[src/rtl/kairo_reg_access.sv]
// kairo_reg_access: debug read/write sequencer for the register file AR port; write-verify readback via KAIRO_REG_ACCESS_VERIFY_EN.
// Latency from accept: write 2 (4 with verify), read 3, not-halted 1; one command in flight, response held until RSP_READY.
module kairo_reg_access #(
  parameter int XLEN = 32,
  parameter int AW   = 5
) (
  input  logic            CLK,
  input  logic            RST,
  input  logic            HALTED,
  input  logic            CMD_VALID,
  output logic            CMD_READY,
  input  logic            CMD_WR,
  input  logic [AW-1:0]   CMD_ADDR,
  input  logic [XLEN-1:0] CMD_WDATA,
  output logic            RSP_VALID,
  input  logic            RSP_READY,
  output logic [XLEN-1:0] RSP_RDATA,
  output logic [1:0]      RSP_ERR,
  output logic            AR_EN,
  output logic            AR_WR,
  output logic [AW-1:0]   AR_AD,
  output logic [XLEN-1:0] AR_DI,
  input  logic [XLEN-1:0] AR_DO
);

  typedef enum logic [2:0] {
    IDLE,
    WRITE,
    READ,
    CAPTURE,
    RESP
`ifdef KAIRO_REG_ACCESS_VERIFY_EN
    ,
    VREAD,
    VCAP
`endif
  } state_e;

  localparam logic [1:0] ERR_OK   = 2'd0;
  localparam logic [1:0] ERR_HALT = 2'd1;
`ifdef KAIRO_REG_ACCESS_VERIFY_EN
  localparam logic [1:0] ERR_VERIFY = 2'd2;
`endif

  state_e            state_q, state_d;
  logic [AW-1:0]     addr_q, addr_d;
  logic [XLEN-1:0]   wdata_q, wdata_d;
  logic [XLEN-1:0]   rdata_q, rdata_d;
  logic [1:0]        err_q, err_d;
  logic              ar_en;

  always_comb begin
    state_d = state_q;
    addr_d  = addr_q;
    wdata_d = wdata_q;
    rdata_d = rdata_q;
    err_d   = err_q;
    case (state_q)
      IDLE: begin
        if (CMD_VALID) begin
          addr_d  = CMD_ADDR;
          wdata_d = CMD_WDATA;
          rdata_d = '0;
          err_d   = ERR_OK;
          // HALTED is only looked at here; a later drop does not abort the access.
          if (!HALTED) begin
            err_d   = ERR_HALT;
            state_d = RESP;
          end else if (CMD_WR) begin
            state_d = WRITE;
          end else begin
            state_d = READ;
          end
        end
      end
      WRITE: begin
`ifdef KAIRO_REG_ACCESS_VERIFY_EN
        state_d = VREAD;
`else
        state_d = RESP;
`endif
      end
      READ:    state_d = CAPTURE;
      CAPTURE: begin
        // AR_DO carries the data of the previous cycle's AR read.
        rdata_d = AR_DO;
        state_d = RESP;
      end
`ifdef KAIRO_REG_ACCESS_VERIFY_EN
      VREAD:   state_d = VCAP;
      VCAP: begin
        // x0 discards writes, so its readback is never compared.
        if ((addr_q != '0) && (AR_DO != wdata_q)) begin
          err_d = ERR_VERIFY;
        end
        state_d = RESP;
      end
`endif
      RESP: begin
        if (RSP_READY) begin
          state_d = IDLE;
        end
      end
      default: state_d = IDLE;
    endcase
  end

  always_ff @(posedge CLK or posedge RST) begin
    if (RST) begin
      state_q <= IDLE;
      addr_q  <= '0;
      wdata_q <= '0;
      rdata_q <= '0;
      err_q   <= ERR_OK;
    end else begin
      state_q <= state_d;
      addr_q  <= addr_d;
      wdata_q <= wdata_d;
      rdata_q <= rdata_d;
      err_q   <= err_d;
    end
  end

`ifdef KAIRO_REG_ACCESS_VERIFY_EN
  assign ar_en = (state_q == WRITE) || (state_q == READ) || (state_q == VREAD);
`else
  assign ar_en = (state_q == WRITE) || (state_q == READ);
`endif

  assign AR_EN     = ar_en;
  assign AR_WR     = (state_q == WRITE);
  assign AR_AD     = ar_en ? addr_q : '0;
  assign AR_DI     = (state_q == WRITE) ? wdata_q : '0;
  assign CMD_READY = (state_q == IDLE);
  assign RSP_VALID = (state_q == RESP);
  assign RSP_RDATA = rdata_q;
  assign RSP_ERR   = err_q;

endmodule

[config.mk]
export PLATFORM = sky130hd
export DESIGN_NAME = kairo_reg_access
export DESIGN_NICKNAME = d
export VERILOG_FILES = /design/src/rtl/kairo_reg_access.sv
export SDC_FILE = /design/constraint.sdc
export NUM_CORES = 1
export LEC_CHECK = 0
export ABC_AREA = 1
export BUFFER_PORTS_ARGS = -buffer_cell sky130_fd_sc_hd__buf_2
export CAP_MARGIN = 20
export CORE_MARGIN = 2
export CORE_UTILIZATION = 40
export CTS_CLUSTER_SIZE = 10
export DETAILED_ROUTE_END_ITERATION = 10
export MAX_ROUTING_LAYER = met4
export PLACE_DENSITY_LB_ADDON = 0.15
export RECOVER_POWER = 100
export SYNTH_ARGS = -nofsm -noshare
export SYNTH_HDL_FRONTEND = slang
export SYNTH_SLANG_ARGS = --single-unit
[constraint.sdc]
create_clock -name CLK -period 3.9 [get_ports CLK]
set_input_delay 0.78 -clock CLK [delete_from_list [all_inputs] [get_ports CLK]]
set_output_delay 0.78 -clock CLK [all_outputs]
set_load 0.02 [all_outputs]
==> results of run 1 <==
==> worst min-delay path: cells and delay by family (launching register included) <==
family	cells	cell delay (ns)
and+or+nand+nor	1	0.05
DFF	1	0.35
AOI/OAI and AO/OA	1	0.05
==> cells by family (layout without fill, tap and decap cells) <==
family,Yosys count,in the layout
flops,73,73
other cells,1,2
buf+inv,107,250
compound gates,41,41
simple gates,189,189
==> stage by stage <==
step | cells | util | worst slack, ns
2_1_floorplan | 411 | - | 1.27
3_3_place_gp | 642 | 0.498 | 1.35
3_5_place_dp | 642 | 0.498 | 1.30
4_1_cts | 658 | 0.534 | 0.901
5_1_grt | 660 | 0.522 | 0.558
6_report | 660 | 0.522 | 0.911
==> metal layers <==
| layer | wire length [um] | vias to the layer above | share of wire |
|---|---|---|---|
| li1 | - | 1496 | - |
| met1 | 3410 | 1227 | 0.47 |
| met2 | 3210 | 103 | 0.44 |
| met3 | 613 | 7 | 0.084 |
| met4 | 58 | 0 | 0.0079 |
| met5 | 0 | - | 0 |
==> Yosys cell counts <==
library cell  number
buf_2             15
buf_4              2
buf_6              3
clkbuf_1           3
conb_1             1
dfrtp_1           73
inv_1             81
inv_2              3
nand2_1          107
nand3_1           35
nand3_2            2
nand3_4            1
nor2_1            41
nor2_8             1
nor3_1             2
o21ai_0           40
o21bai_1           1
==> state kept, by name (all words and copies together), names as in the netlist <==
register / count
RSP_RDATA: 32
wdata_q: 32
addr_q: 5
state_q: 3
RSP_ERR: 1
==> cell type report <==
class,instances,share of cell area
multi-input cells,231,0.232
repair buffers,150,0.160
diodes,1,0.000592
clock buffers,11,0.0335
flip-flops and latches,73,0.432
clock inverters,5,0.0355
well taps,105,0.0311
inverters,84,0.0749
==> final timing paths <==
kind	start	to	slack (ns)	depth (start not counted)
max	state_q[1]$_DFFE_PP0P_	AR_AD[3]	0.91	6
min	addr_q[4]$_DFFE_PP0P_	addr_q[4]$_DFFE_PP0P_	0.48	2
max reg2reg	state_q[0]$_DFFE_PP0P_	wdata_q[11]$_DFFE_PP0P_	1.24	4
min reg2reg	addr_q[4]$_DFFE_PP0P_	addr_q[4]$_DFFE_PP0P_	0.48	2
max in group asynchronous	RST	RSP_RDATA[15]$_DFFE_PP0P_	1.11	3
min in group asynchronous	RST	RSP_RDATA[21]$_DFFE_PP0P_	1.04	2
==> power groups by stage <==
stage                     Clock (mW)  Combinational (mW)  Sequential, mW
after CTS                      0.860                1.01            1.17
final                          0.839               0.956            1.16
after global routing           0.888                1.09            1.20
after global placement             0               0.989            1.18
after detailed placement           0                1.01            1.18
after floorplan                    0               0.698            1.22
==> results.json, run 1 <==
{
  "fin_crit_sh": 0.766,
  "hp-class": "flop to flop",
  "layout_commonest_cell": "nand2_1",
  "via_per_inst": 4.29,
  "cp-end-kind": "output port",
  "synth_top_area_share": 0.556,
  "io_pins": 150,
  "hpwl_um": 4980,
  "syn_nets": 486,
  "core_area_sq_mm": 0.00809,
  "path_buf_inv": 3,
  "ys_seq_area_frac": 0.556,
  "slew_headroom": -0.516,
  "grt_overflow_total": 0,
  "cp_slowest_cell": "nand3_2",
  "met2_usage": 0.260,
  "synth_xor_xnor_area_share": 0,
  "first_pass_iters": 4,
  "slowest_delay_ns": 0.49,
  "multi_input_area_sq_um": 981,
  "irDropWorstVdd_mv": 0.224,
  "total_power_mw": 2.96,
  "wire_per_inst_um": 11.1,
  "drc": 0,
  "worstMarginPinSlew_ns": 2.26,
  "grt_util_all_layers": 0.170,
  "die_area_sq_mm": 0.00896,
  "ff_latch_area_sq_mm": 0.00183,
  "cts_sinks": 73,
  "hold_viol_final": 0,
  "pwr_density_cell_mw_per_mm2": 700,
  "cap_violations": 1,
  "critPathKind": "flop to output port",
  "cts_tree": "yes",
  "chipHeight_um": 94.7,
  "max_freq_mhz": 335,
  "num_rows": 33,
  "die_w_um": 94.7,
  "vias": 2833,
  "worstPathRequired_ns": 3.12,
  "setup_viol": 0,
  "met1_usage": 0.223,
  "grt_pass1_vias": 2630,
  "critPathMaxFanout": 34,
  "grt_pass1_wl_um": 11700,
  "layout_common_cells": "nand2_1, inv_1, buf_2",
  "cts.repair.resized": 0,
  "pwr-share-comb": 0.323,
  "yosys_warnings": 0,
  "final_max_slew_viol_count": 54,
  "design_area_sq_mm": 0.00422,
  "internal-power_mw": 1.87,
  "p_seq_frac": 0.393,
  "wirelength_um": 7300,
  "synthesis.instances": 411,
  "status": "complete, but fails checks",
  "first_iter_violations": 83,
  "p_clk_frac": 0.284,
  "place_area_sq_mm": 0.00403,
  "skew_ns": 0.00790,
  "post-route-min-period_ns": 2.99,
  "syn_area_per_cell_sq_um": 8.00,
  "synth_area_sq_mm": 0.00329,
  "synth_compound_area_frac": 0.0632,
  "violations": "capacitance limit, slew limit",
  "final_nets": 624,
  "yosysUniqueCellTypes": 17,
  "p_sw_mw": 1.08,
  "cts-root-buf": "clkbuf_8",
  "grt_start_max_net_pins": 109,
  "synth-adder-area-share": 0,
  "antenna_found_initial": 1,
  "start_kind": "flop",
  "clkLatencyLatePin_ns": 0.33,
  "post_cts_buffers": 0,
  "hold_buffers": 0,
  "grt_use_met3": 0.0391,
  "gp_congestion": 0.756,
  "p_leak_nw": 2.41,
  "fillers": 856,
  "final.setup.tns_ns": 0,
  "synthSimpleGateAreaFrac": 0.243,
  "rsz0062_at_grt": "no",
  "start_util": 0.406,
  "io_buffers": 148,
  "swShare": 0.367,
  "cp.arrival_ns": 2.21,
  "cts_buffer_depth": 2,
  "crit_family": "simple AND/OR/NAND/NOR gates",
  "ys_ff_latch": 73,
  "hold_ws_ns": 0.485,
  "yosys-mux-area-fraction": 0,
  "syn_to_final_growth_pct": 28.5,
  "cts_buffers": 9,
  "cts_max_level": 3,
  "drive_gt1_frac": 0.175,
  "grt_most_used_layer": "met2",
  "cts.clk_slew.worst_paths_ns": 0.07,
  "synth_top_family_by_area": "simple AND/OR/NAND/NOR gates",
  "crit_chain": "inv_1 > nand3_2 > nand2_1 > inv_1 > nor2_1 > clkbuf_1",
  "netlist_top_cells_area": "dfrtp_1, nand2_1, inv_1",
  "yosysTopAreaCell": "dfrtp_1",
  "antenna_left": 0,
  "cp_common_cell": "inv_1"
}
No activity file was read; power rests on OpenSTA's default activity.
==> inputs of run 2 (changes only) <==
- ABC_AREA: 1 -> 0
- clock period: 3.9 -> 2.45 ns (I/O delays scaled with it)
==> results.json, run 2 <==
{
  "irDropWorstVdd_mv": 0.427,
  "final.setup.tns_ns": 0,
  "syn_nets": 364,
  "synth_ff_type": "dfrtp_1",
  "timing.final.ws_setup_ns": 0.212,
  "cap_violations": 1,
  "dp_slack_ns": 0.371,
  "hold_viol_final": 0,
  "synth-edff-count": 0,
  "grt_pass1_wl_um": 11700,
  "gp_congestion": 0.753,
  "start_util": 0.414,
  "yosysUniqueCellTypes": 20,
  "violations": "capacitance limit, slew limit",
  "cts.clk_slew.worst_paths_ns": 0.08,
  "async_flop_share": 1.00,
  "drive_gt1_frac": 0.378,
  "first_iter_violations": 80,
  "skew_ns": 0.00723,
  "antenna_left": 0,
  "setup_viol": 0,
  "clkLatencyLatePin_ns": 0.33,
  "wirelength_um": 7340,
  "cts_tree": "yes",
  "post-route-min-period_ns": 2.24,
  "met1_length_um": 3300,
  "netlist_top_cells_area": "dfrtp_1, mux2_2, and2_1",
  "chipHeight_um": 93.7,
  "drc": 0,
  "grt_pass1_vias": 2497,
  "diodes": 0,
  "slew_headroom": -0.158,
  "final_nets": 507,
  "hp-class": "primary input to flop",
  "cts_buffers": 9,
  "core_area_sq_mm": 0.00777,
  "grt_util_all_layers": 0.176,
  "cp.arrival_ns": 1.75,
  "rsz0062_at_grt": "no",
  "design_area_sq_mm": 0.00421,
  "io_buffers": 148,
  "grt_overflow_total": 0,
  "syn_area_per_cell_sq_um": 11.1,
  "yosys_warnings": 0,
  "final_max_slew_viol_count": 74,
  "worstMarginPinSlew_ns": 1.74,
  "synth_top_area_share": 0.568,
  "first_pass_iters": 4,
  "num_rows": 32,
  "wire_per_inst_um": 13.6,
  "cts_max_level": 3,
  "die_w_um": 93.7,
  "fin_crit_sh": 0.913,
  "synthesis.instances": 289,
  "topRoutingLayerUsed": "met4",
  "die_area_sq_mm": 0.00878,
  "cts_sinks": 73,
  "cp-end-kind": "output port",
  "hpwl_um": 5150,
  "cts-root-buf": "clkbuf_8",
  "status": "complete, but fails checks",
  "io_pins": 150,
  "cts_buffer_depth": 2,
  "ys_seq_area_frac": 0.568,
  "met2WireLength_um": 3510,
  "pwr_density_cell_mw_per_mm2": 1090,
  "antenna_found_initial": 0,
  "max_freq_mhz": 447,
  "ys_ff_latch": 73,
  "p_leak_nw": 1.96,
  "yosysTopAreaCell": "dfrtp_1",
  "layout_common_cells": "buf_2, dfrtp_1, clkbuf_1",
  "worstPathRequired_ns": 1.96,
  "critPathMaxFanout": 33,
  "critPathKind": "flop to output port",
  "grt_start_max_net_pins": 74,
  "synth_area_sq_mm": 0.00322,
  "place_area_sq_mm": 0.00408,
  "vias": 2605,
  "wl_met3_um": 474,
  "yosysMostFrequentCell": "dfrtp_1",
  "via_per_inst": 4.83,
  "layout_commonest_cell": "buf_2",
  "start_kind": "flop",
  "syn_to_final_growth_pct": 30.8,
  "netlist_top_cells_count": "dfrtp_1, and2_1, nor3_1, nor2_1, o22ai_1"
}
run 2: worst paths after layout:
| path | endpoint | slack, ns | depth (start not counted) | from |
|---|---|---|---|---|
| setup / recovery | AR_DI[11] | 0.21 | 5 | state_q[0]$_DFFE_PP0P_ |
| hold / removal | wdata_q[29]$_DFFE_PP0P_ | 0.37 | 2 | CMD_WDATA[29] |
| setup reg to reg | wdata_q[12]$_DFFE_PP0P_ | 0.42 | 3 | state_q[1]$_DFFE_PP0P_ |
| hold reg to reg | wdata_q[27]$_DFFE_PP0P_ | 0.48 | 1 | wdata_q[27]$_DFFE_PP0P_ |
| max in group asynchronous | state_q[0]$_DFFE_PP0P_ | 0.49 | 3 | RST |
| min in group asynchronous | wdata_q[29]$_DFFE_PP0P_ | 0.78 | 3 | RST |
run 2: worst max-delay path, stage by stage (launching register included):
cell	delay [ns]
dfrtp_2	0.49
inv_1	0.11
nor3_2	0.17
buf_4	0.28
and2_1	0.18
clkbuf_2	0.17
run 2: timing repair:
action	4_1_cts	5_1_grt
setup endpoints to repair	0	32
buffers inserted	0	0
resized for setup	0	1
hold buffers	0	0
run 2: layout make-up:
cell class,instances,area [sq um]
sequential,73,1830
inverter,5,18.8
clock buffer,12,165
clock inverter,4,50.0
timing repair buffer,156,758
multi-input combinational,187,1260
fill,748,3560
tap,102,128
run 2: power by group:
part	internal, mW	total [mW]	switching (mW)
sequential	1.59	1.83	0.232
combinational	0.786	1.79	1.00
clock	0.552	0.983	0.431
run 2: kinds of logic after synthesis:
kind of cell,count (synthesis),synth area share
flops,73,0.568
mux,38,0.133
xor+xnor,1,0.00272
compound gates,36,0.0700
simple gates,111,0.183
buf+inv,29,0.0432
other cells,1,0.00117
run 2: layer usage:
metal,track usage,up-vias
met5,-,-
met4,0.0773,0
met3,0.0321,4
met2,0.279,87
met1,0.221,1223
li1,-,1291
run 2: stage by stage:
step	instances	power (mW)	util	hold slack (ns)
floorplan	289	3.18	-	0.449
global placement	523	3.68	0.526	0.460
detailed placement	523	3.73	0.526	0.470
CTS	539	4.72	0.553	0.253
global route	539	4.95	0.542	0.358
finish	539	4.60	0.542	0.372
